`src/rtl/subtractor_serial.sv`:
```
// rtl/subtractor_serial.sv - nibble-serial two's-complement subtractor (diff = a - b)
// One 4-bit slice per clock, LSB first, with a rippled carry (borrow = ~carry).
module subtractor_serial #(
  parameter int WIDTH = 8
) (
  input  logic             clk,
  input  logic             rst,
  input  logic             req_valid,
  output logic             req_ready,
  input  logic [WIDTH-1:0] a,
  input  logic [WIDTH-1:0] b,
  output logic             rsp_valid,
  input  logic             rsp_ready,
  output logic [WIDTH-1:0] diff,
  output logic             borrow,
  output logic             zero,
  output logic             ovf
);

  localparam int NSLICE = WIDTH / 4;
  localparam int CW     = (NSLICE > 1) ? $clog2(NSLICE) : 1;
  localparam logic [CW-1:0] LAST = CW'(NSLICE - 1);

  typedef enum logic [1:0] {IDLE, BUSY, DONE} state_e;

  state_e           state_q, state_d;
  logic [CW-1:0]    cnt_q, cnt_d;
  logic             carry_q, carry_d;
  logic [WIDTH-1:0] a_q, a_d;
  logic [WIDTH-1:0] b_q, b_d;
  logic [WIDTH-1:0] diff_q, diff_d;
  logic             borrow_q, borrow_d;
  logic             zero_q, zero_d;
  logic             ovf_q, ovf_d;

  logic [3:0] a_nib, b_nib;
  logic [4:0] sum;

  // a - b is computed as a + ~b + 1; the initial carry of 1 supplies the +1.
  assign a_nib = a_q[{cnt_q, 2'b00} +: 4];
  assign b_nib = b_q[{cnt_q, 2'b00} +: 4];
  assign sum   = {1'b0, a_nib} + {1'b0, ~b_nib} + {4'b0000, carry_q};

  always_comb begin
    state_d  = state_q;
    cnt_d    = cnt_q;
    carry_d  = carry_q;
    a_d      = a_q;
    b_d      = b_q;
    diff_d   = diff_q;
    borrow_d = borrow_q;
    zero_d   = zero_q;
    ovf_d    = ovf_q;
    case (state_q)
      IDLE: begin
        if (req_valid) begin
          a_d     = a;
          b_d     = b;
          carry_d = 1'b1;
          cnt_d   = '0;
          state_d = BUSY;
        end
      end
      BUSY: begin
        diff_d[{cnt_q, 2'b00} +: 4] = sum[3:0];
        carry_d = sum[4];
        cnt_d   = cnt_q + 1'b1;
        if (cnt_q == LAST) begin
          borrow_d = ~sum[4];
          zero_d   = (diff_d == '0);
          ovf_d    = (a_q[WIDTH-1] != b_q[WIDTH-1]) && (diff_d[WIDTH-1] != a_q[WIDTH-1]);
          state_d  = DONE;
        end
      end
      DONE: begin
        if (rsp_ready) state_d = IDLE;
      end
      default: state_d = IDLE;
    endcase
  end

  always_ff @(posedge clk or posedge rst) begin
    if (rst) begin
      state_q  <= IDLE;
      cnt_q    <= '0;
      carry_q  <= 1'b1;
      a_q      <= '0;
      b_q      <= '0;
      diff_q   <= '0;
      borrow_q <= 1'b0;
      zero_q   <= 1'b0;
      ovf_q    <= 1'b0;
    end else begin
      state_q  <= state_d;
      cnt_q    <= cnt_d;
      carry_q  <= carry_d;
      a_q      <= a_d;
      b_q      <= b_d;
      diff_q   <= diff_d;
      borrow_q <= borrow_d;
      zero_q   <= zero_d;
      ovf_q    <= ovf_d;
    end
  end

  assign req_ready = (state_q == IDLE);
  assign rsp_valid = (state_q == DONE);
  assign diff      = diff_q;
  assign borrow    = borrow_q;
  assign zero      = zero_q;
  assign ovf       = ovf_q;

endmodule

```
`config.mk`:
```
export PLATFORM = sky130hd
export DESIGN_NAME = subtractor_serial
export DESIGN_NICKNAME = d
export VERILOG_FILES = /design/src/rtl/subtractor_serial.sv
export SDC_FILE = /design/constraint.sdc
export NUM_CORES = 1
export LEC_CHECK = 0
export ABC_AREA = 1
export BUFFER_PORTS_ARGS = -buffer_cell sky130_fd_sc_hd__buf_2
export CAP_MARGIN = 40
export CORE_ASPECT_RATIO = 1.1
export CORE_UTILIZATION = 57
export CTS_CLUSTER_DIAMETER = 50
export DETAILED_ROUTE_END_ITERATION = 10
export GPL_TIMING_DRIVEN = 0
export PLACE_DENSITY_LB_ADDON = 0.08
export SYNTH_ARGS = -nofsm -noshare
export SYNTH_HDL_FRONTEND = slang
export SYNTH_SLANG_ARGS = --single-unit
```
`constraint.sdc`:
```
create_clock -name clk -period 3.9 [get_ports clk]
set_input_delay 0.195 -clock clk [delete_from_list [all_inputs] [get_ports clk]]
set_output_delay 0.195 -clock clk [all_outputs]
set_load 0.01 [all_outputs]
```
After elaboration in Yosys (flattened, before gate mapping)
Cells that the tools add are included.
- output and inout bits: 13
- flip-flop bits (word level): 31
- input port bits: 20
- bitwise logic cells: 2
- eq/ne operators: 7
- reductions and logical operators: 8
- multiplexer cells: 9
- shift operators: 4
- $add $sub $neg: 4
- operators by type and width (operator ; count):
    $shiftx 8x4->4 ; 2
    $bwmux 8 ; 1
    $logic_not 8->1 ; 1
    $shift 4x5->8 const A ; 1
    $shiftx 4x5->8 ; 1
    $mux 2 ; 3
    $pmux 2 s3 ; 1
    $reduce_and 2->1 ; 3
    $add 4x4->5 ; 1
    $add 5x1->5 ; 1
    $neg 3->5 ; 1
    $ne 2x2->1 const B ; 2
    $not 4->4 ; 1
    $pmux 1 s2 ; 2
    $reduce_and 3->1 ; 1
    $eq 2x1->1 const B ; 1
    $eq 2x2->1 const B ; 1
    $logic_not 2->1 ; 1
    $mux 1 ; 2
    $ne 1x1->1 ; 2
    $ne 2x1->1 const B ; 1
    $reduce_bool 2->1 ; 1
    $add 1x1->1 const B ; 1
    $logic_and 1x1->1 ; 1
    $not 1->1 ; 1

Depth between registers and ports, before layout
- depth after elaboration: 8
- depth in mapped cells: 13

Worst setup path after synthesis
No wires, ideal clock.
- kind: register to register
- start point: register cnt_q
- end point: register zero_q (netlist: zero)
- library setup time: 0.117 ns
- data required time: 3.783 ns
- arrival time: 1.966 ns
- setup slack: 1.817 ns
- buffers on the path: 2
- cell stages (with the launch flop): 11
- path through: dfrtp_1 > buf_4 > clkbuf_1 > o21ai_0 > fa_1 > inv_1 > fa_1 > inv_1 > nor2_2 > nand3_1 > nand2_1
- cells in the longest elaborated chain, start to end: 7
- elaborated cells on any way between the ends: 11
- those cells by class: add/sub (3); shift (4); mux (1); bitwise (1); reduce/logical (2)
- RTL lines (what ; RTL line ; RTL):
    start, declared ; 27 ; logic [CW-1:0] cnt_q, cnt_d;
    start signal, assigned ; 95 ; cnt_q <= cnt_d;
    $shiftx 8x4->4 ; 41 ; assign b_nib = b_q[{cnt_q, 2'b00} +: 4];
    $not 4->4 ; 42 ; assign sum = {1'b0, a_nib} + {1'b0, ~b_nib} + {4'b0000, carry_q};
    $add 4x4->5 ; 42 ;
    $add 5x1->5 ; 42 ;
    $shiftx 4x5->8 ; 65 ; diff_d[{cnt_q, 2'b00} +: 4] = sum[3:0];
    $bwmux 8 ; 65 ;
    $logic_not 8->1 ; 70 ; zero_d = (diff_d == '0);
    end signal, assigned ; 101 ; zero_q <= zero_d;
    end, declared ; 33 ; logic zero_q, zero_d;
Parallel ways exist; a longest one is shown, timed or not.
A chain may end at the register's enable or synchronous reset.

Worst setup path after layout
Same ends and word-level chain as after synthesis.

==> results.json <==
{
  "status": "completed",
  "dieHeight_um": 56.6,
  "wl_per_cell_um": 12.4,
  "hold_path_class": "in2reg",
  "synthDistinctLibCells": 29,
  "n_fill_cell": 217,
  "async_reset_ff_share_pct": 100,
  "seqPwrFrac_pct": 31.7,
  "yosysTopAreaCell": "dfrtp_1",
  "cts.sinks": 31,
  "grt_max_degree": 18,
  "critPathKind": "reg2reg",
  "synth-edff-count": 0,
  "post-route-min-period_ns": 2.38,
  "ys_ff_latch": 31,
  "cp.arrival_ns": 2.59,
  "crit_required_ns": 4.12,
  "p_leak_nw": 0.976,
  "globalRouteOverflowTotal": 0,
  "grt_antenna_before_repair": 0,
  "ys.flop_type": "dfrtp_1",
  "synth_top_area_share_pct": 48.7,
  "fin_area_um2": 1820,
  "hold_buffers": 1,
  "die_w_um": 51.6,
  "switchingPower_w": 0.000822,
  "insertion_delay_ns": 0.32,
  "via_per_inst": 5.21,
  "ctsHtreeMaxLevel": 2,
  "track_usage_pct": 24.5,
  "p_int_w": 0.000984,
  "peakVddDrop_v": 0.000571,
  "synth.most_common_cell": "nand2_1",
  "dr.pass1.iters": 4,
  "worst_pin_slew_ns": 0.666,
  "swShare_pct": 45.5,
  "skew_ns": 0.00581,
  "yosysSeqAreaShare_pct": 50.4,
  "slew-limit-headroom_pct": 55.6,
  "drtIter0Drc": 34,
  "portBuffers": 32,
  "cts.path.max_buffers": 2,
  "tritoncts": "done",
  "drc_errors": 0,
  "cts_buffers": 5,
  "place_hpwl_mm": 2.21,
  "hold_viol_final": 0,
  "final_nets": 230,
  "drtAntennaViolNets": 0,
  "synthTopCellsByArea": "dfrtp_1 (49%), nand2_1 (7.5%), inv_1 (5.6%)",
  "p_clk_share_pct": 9.5,
  "clk_pin_slew_ns": 0.09,
  "grt_pass1_vias": 1273,
  "cts_setup_buffers": 0,
  "gp_congestion": 0.824,
  "path_max_fanout": 10,
  "setup-violations-final": 0,
  "powerDensity_nw_per_um2": 994,
  "syn_avg_cell_area_um2": 9.41,
  "critPathLaunchType": "register",
  "core_um2": 2540,
  "drive_above_1_share_pct": 30.1,
  "setup_tns_ns": 0,
  "ys_warn_count": 0,
  "synth_cells": 164,
  "fp.dieArea_um2": 2920,
  "synth_area_um2": 1540,
  "grt_pass1_wl_mm": 5.26,
  "cts_resized": 0,
  "drv_cap": 0,
  "cp-end-kind": "register",
  "wl_mm": 2.94,
  "synth_common_cells": "nand2_1 (31), dfrtp_1 (30), inv_1 (23), nor2_1 (12), o21ai_0 (12)",
  "io_pins": 33,
  "antennaDiodeCount": 0,
  "placed_cell_area_um2": 1760,
  "area_delta_synth_final_pct": 17.7,
  "rows": 19,
  "max_freq_mhz": 421,
  "finalMaxSlewViolations": 0,
  "root_buffer": "clkbuf_4",
  "p_comb_share_pct": 58.8,
  "synth_nets": 189,
  "rsz0062_at_grt": "false",
  "start_util_pct": 60.6,
  "num_vias": 1234,
  "fin_crit_sh_pct": 60.9
}
-- metal layers --
metal	track usage [%]	wire length [um]
met1	28.2	1250
met4	15.1	123
met2	39.9	1450
met3	6.23	118
met5	0	0
-- final timing paths --
check | startpoint | to | slack, ns | cells after the start
hold / removal | rsp_ready | state_q[1] | 0.05 | 2
hold reg to reg | borrow | borrow | 0.48 | 2
max in group asynchronous | rst | b_q[4] | 2.86 | 4
min in group asynchronous | rst | b_q[7] | 0.50 | 3
setup / recovery | cnt_q | zero | 1.52 | 10
setup reg to reg | cnt_q | zero | 1.52 | 10
-- registers in the layout, summed over array words and instances (netlist names) --
register	cells
a_q	8
diff	8
borrow	1
b_q	8
state_q	2
ovf	1
cnt_q	1
carry_q	1
zero	1
-- worst max-delay path, cell delays in order (launching register included) --
cell	delay [ns]
dfrtp_1	0.37
buf_4	0.17
clkbuf_1	0.19
o21ai_0	0.31
fa_1	0.27
inv_1	0.06
fa_1	0.41
xnor2_1	0.29
nor2_1	0.09
nand3_1	0.07
nand2_1	0.05
-- cell families (layout without fill, tap and decap cells) --
kind of cell | count (synthesis) | after routing | share of synthesized area (%)
adder cells (fa/ha/maj) | 5 | 5 | 5.03
AO/OA/AOI/OAI | 28 | 28 | 9.98
multiplexers | 10 | 10 | 8.19
AND/OR/NAND/NOR | 61 | 61 | 17.5
XOR/XNOR | 1 | 1 | 0.568
buffers and inverters | 28 | 70 | 8.35
flip-flops | 31 | 31 | 50.4
-- cell type report --
type / instances / area, um^2 / share of cell area, %
clock buffer: 8 / 48.8 / 2.69
sequential: 31 / 777 / 42.8
buffer: 5 / 42.5 / 2.34
multi-input combinational: 105 / 637 / 35.1
tap: 31 / 38.8 / 2.14
inverter: 23 / 86.3 / 4.76
timing repair buffer: 34 / 185 / 10.2
-- through the flow --
step                util, %  total power, W  hold slack, ns  cells  setup WS, ns
floorplan                 -         0.00135           0.290    164          1.82
global placement       68.5         0.00157           0.377    227          1.60
detailed placement     69.1         0.00162           0.324    228          1.53
CTS                    71.4         0.00181          0.0346    237          1.51
global route           71.4         0.00198          0.0341    237          1.36
finish                 71.4         0.00181          0.0492    237          1.52
-- power groups by stage --
stage	clock network (W)	logic, W	registers (W)
after global routing	0.000189	0.00120	0.000594
after global placement	0	0.000994	0.000573
after floorplan	0	0.000766	0.000588
final	0.000172	0.00106	0.000572
after CTS	0.000179	0.00106	0.000572
after detailed placement	0	0.00104	0.000579
-- cells in the final DEF, fill, tap and decap left out, drive strengths merged --
cell type	count
xnor2	1
fa	2
mux2i	1
clkbuf	9
dfrtp	30
o31ai	1
dfstp	1
a21oi	11
mux2	9
o21ai	16
buf	37
inv	23
nand2	33
ha	3
dlygate4sd3	1
or2	2
nor2	15
nor3	1
nand3	10
(Power assumes the default switching activity.)
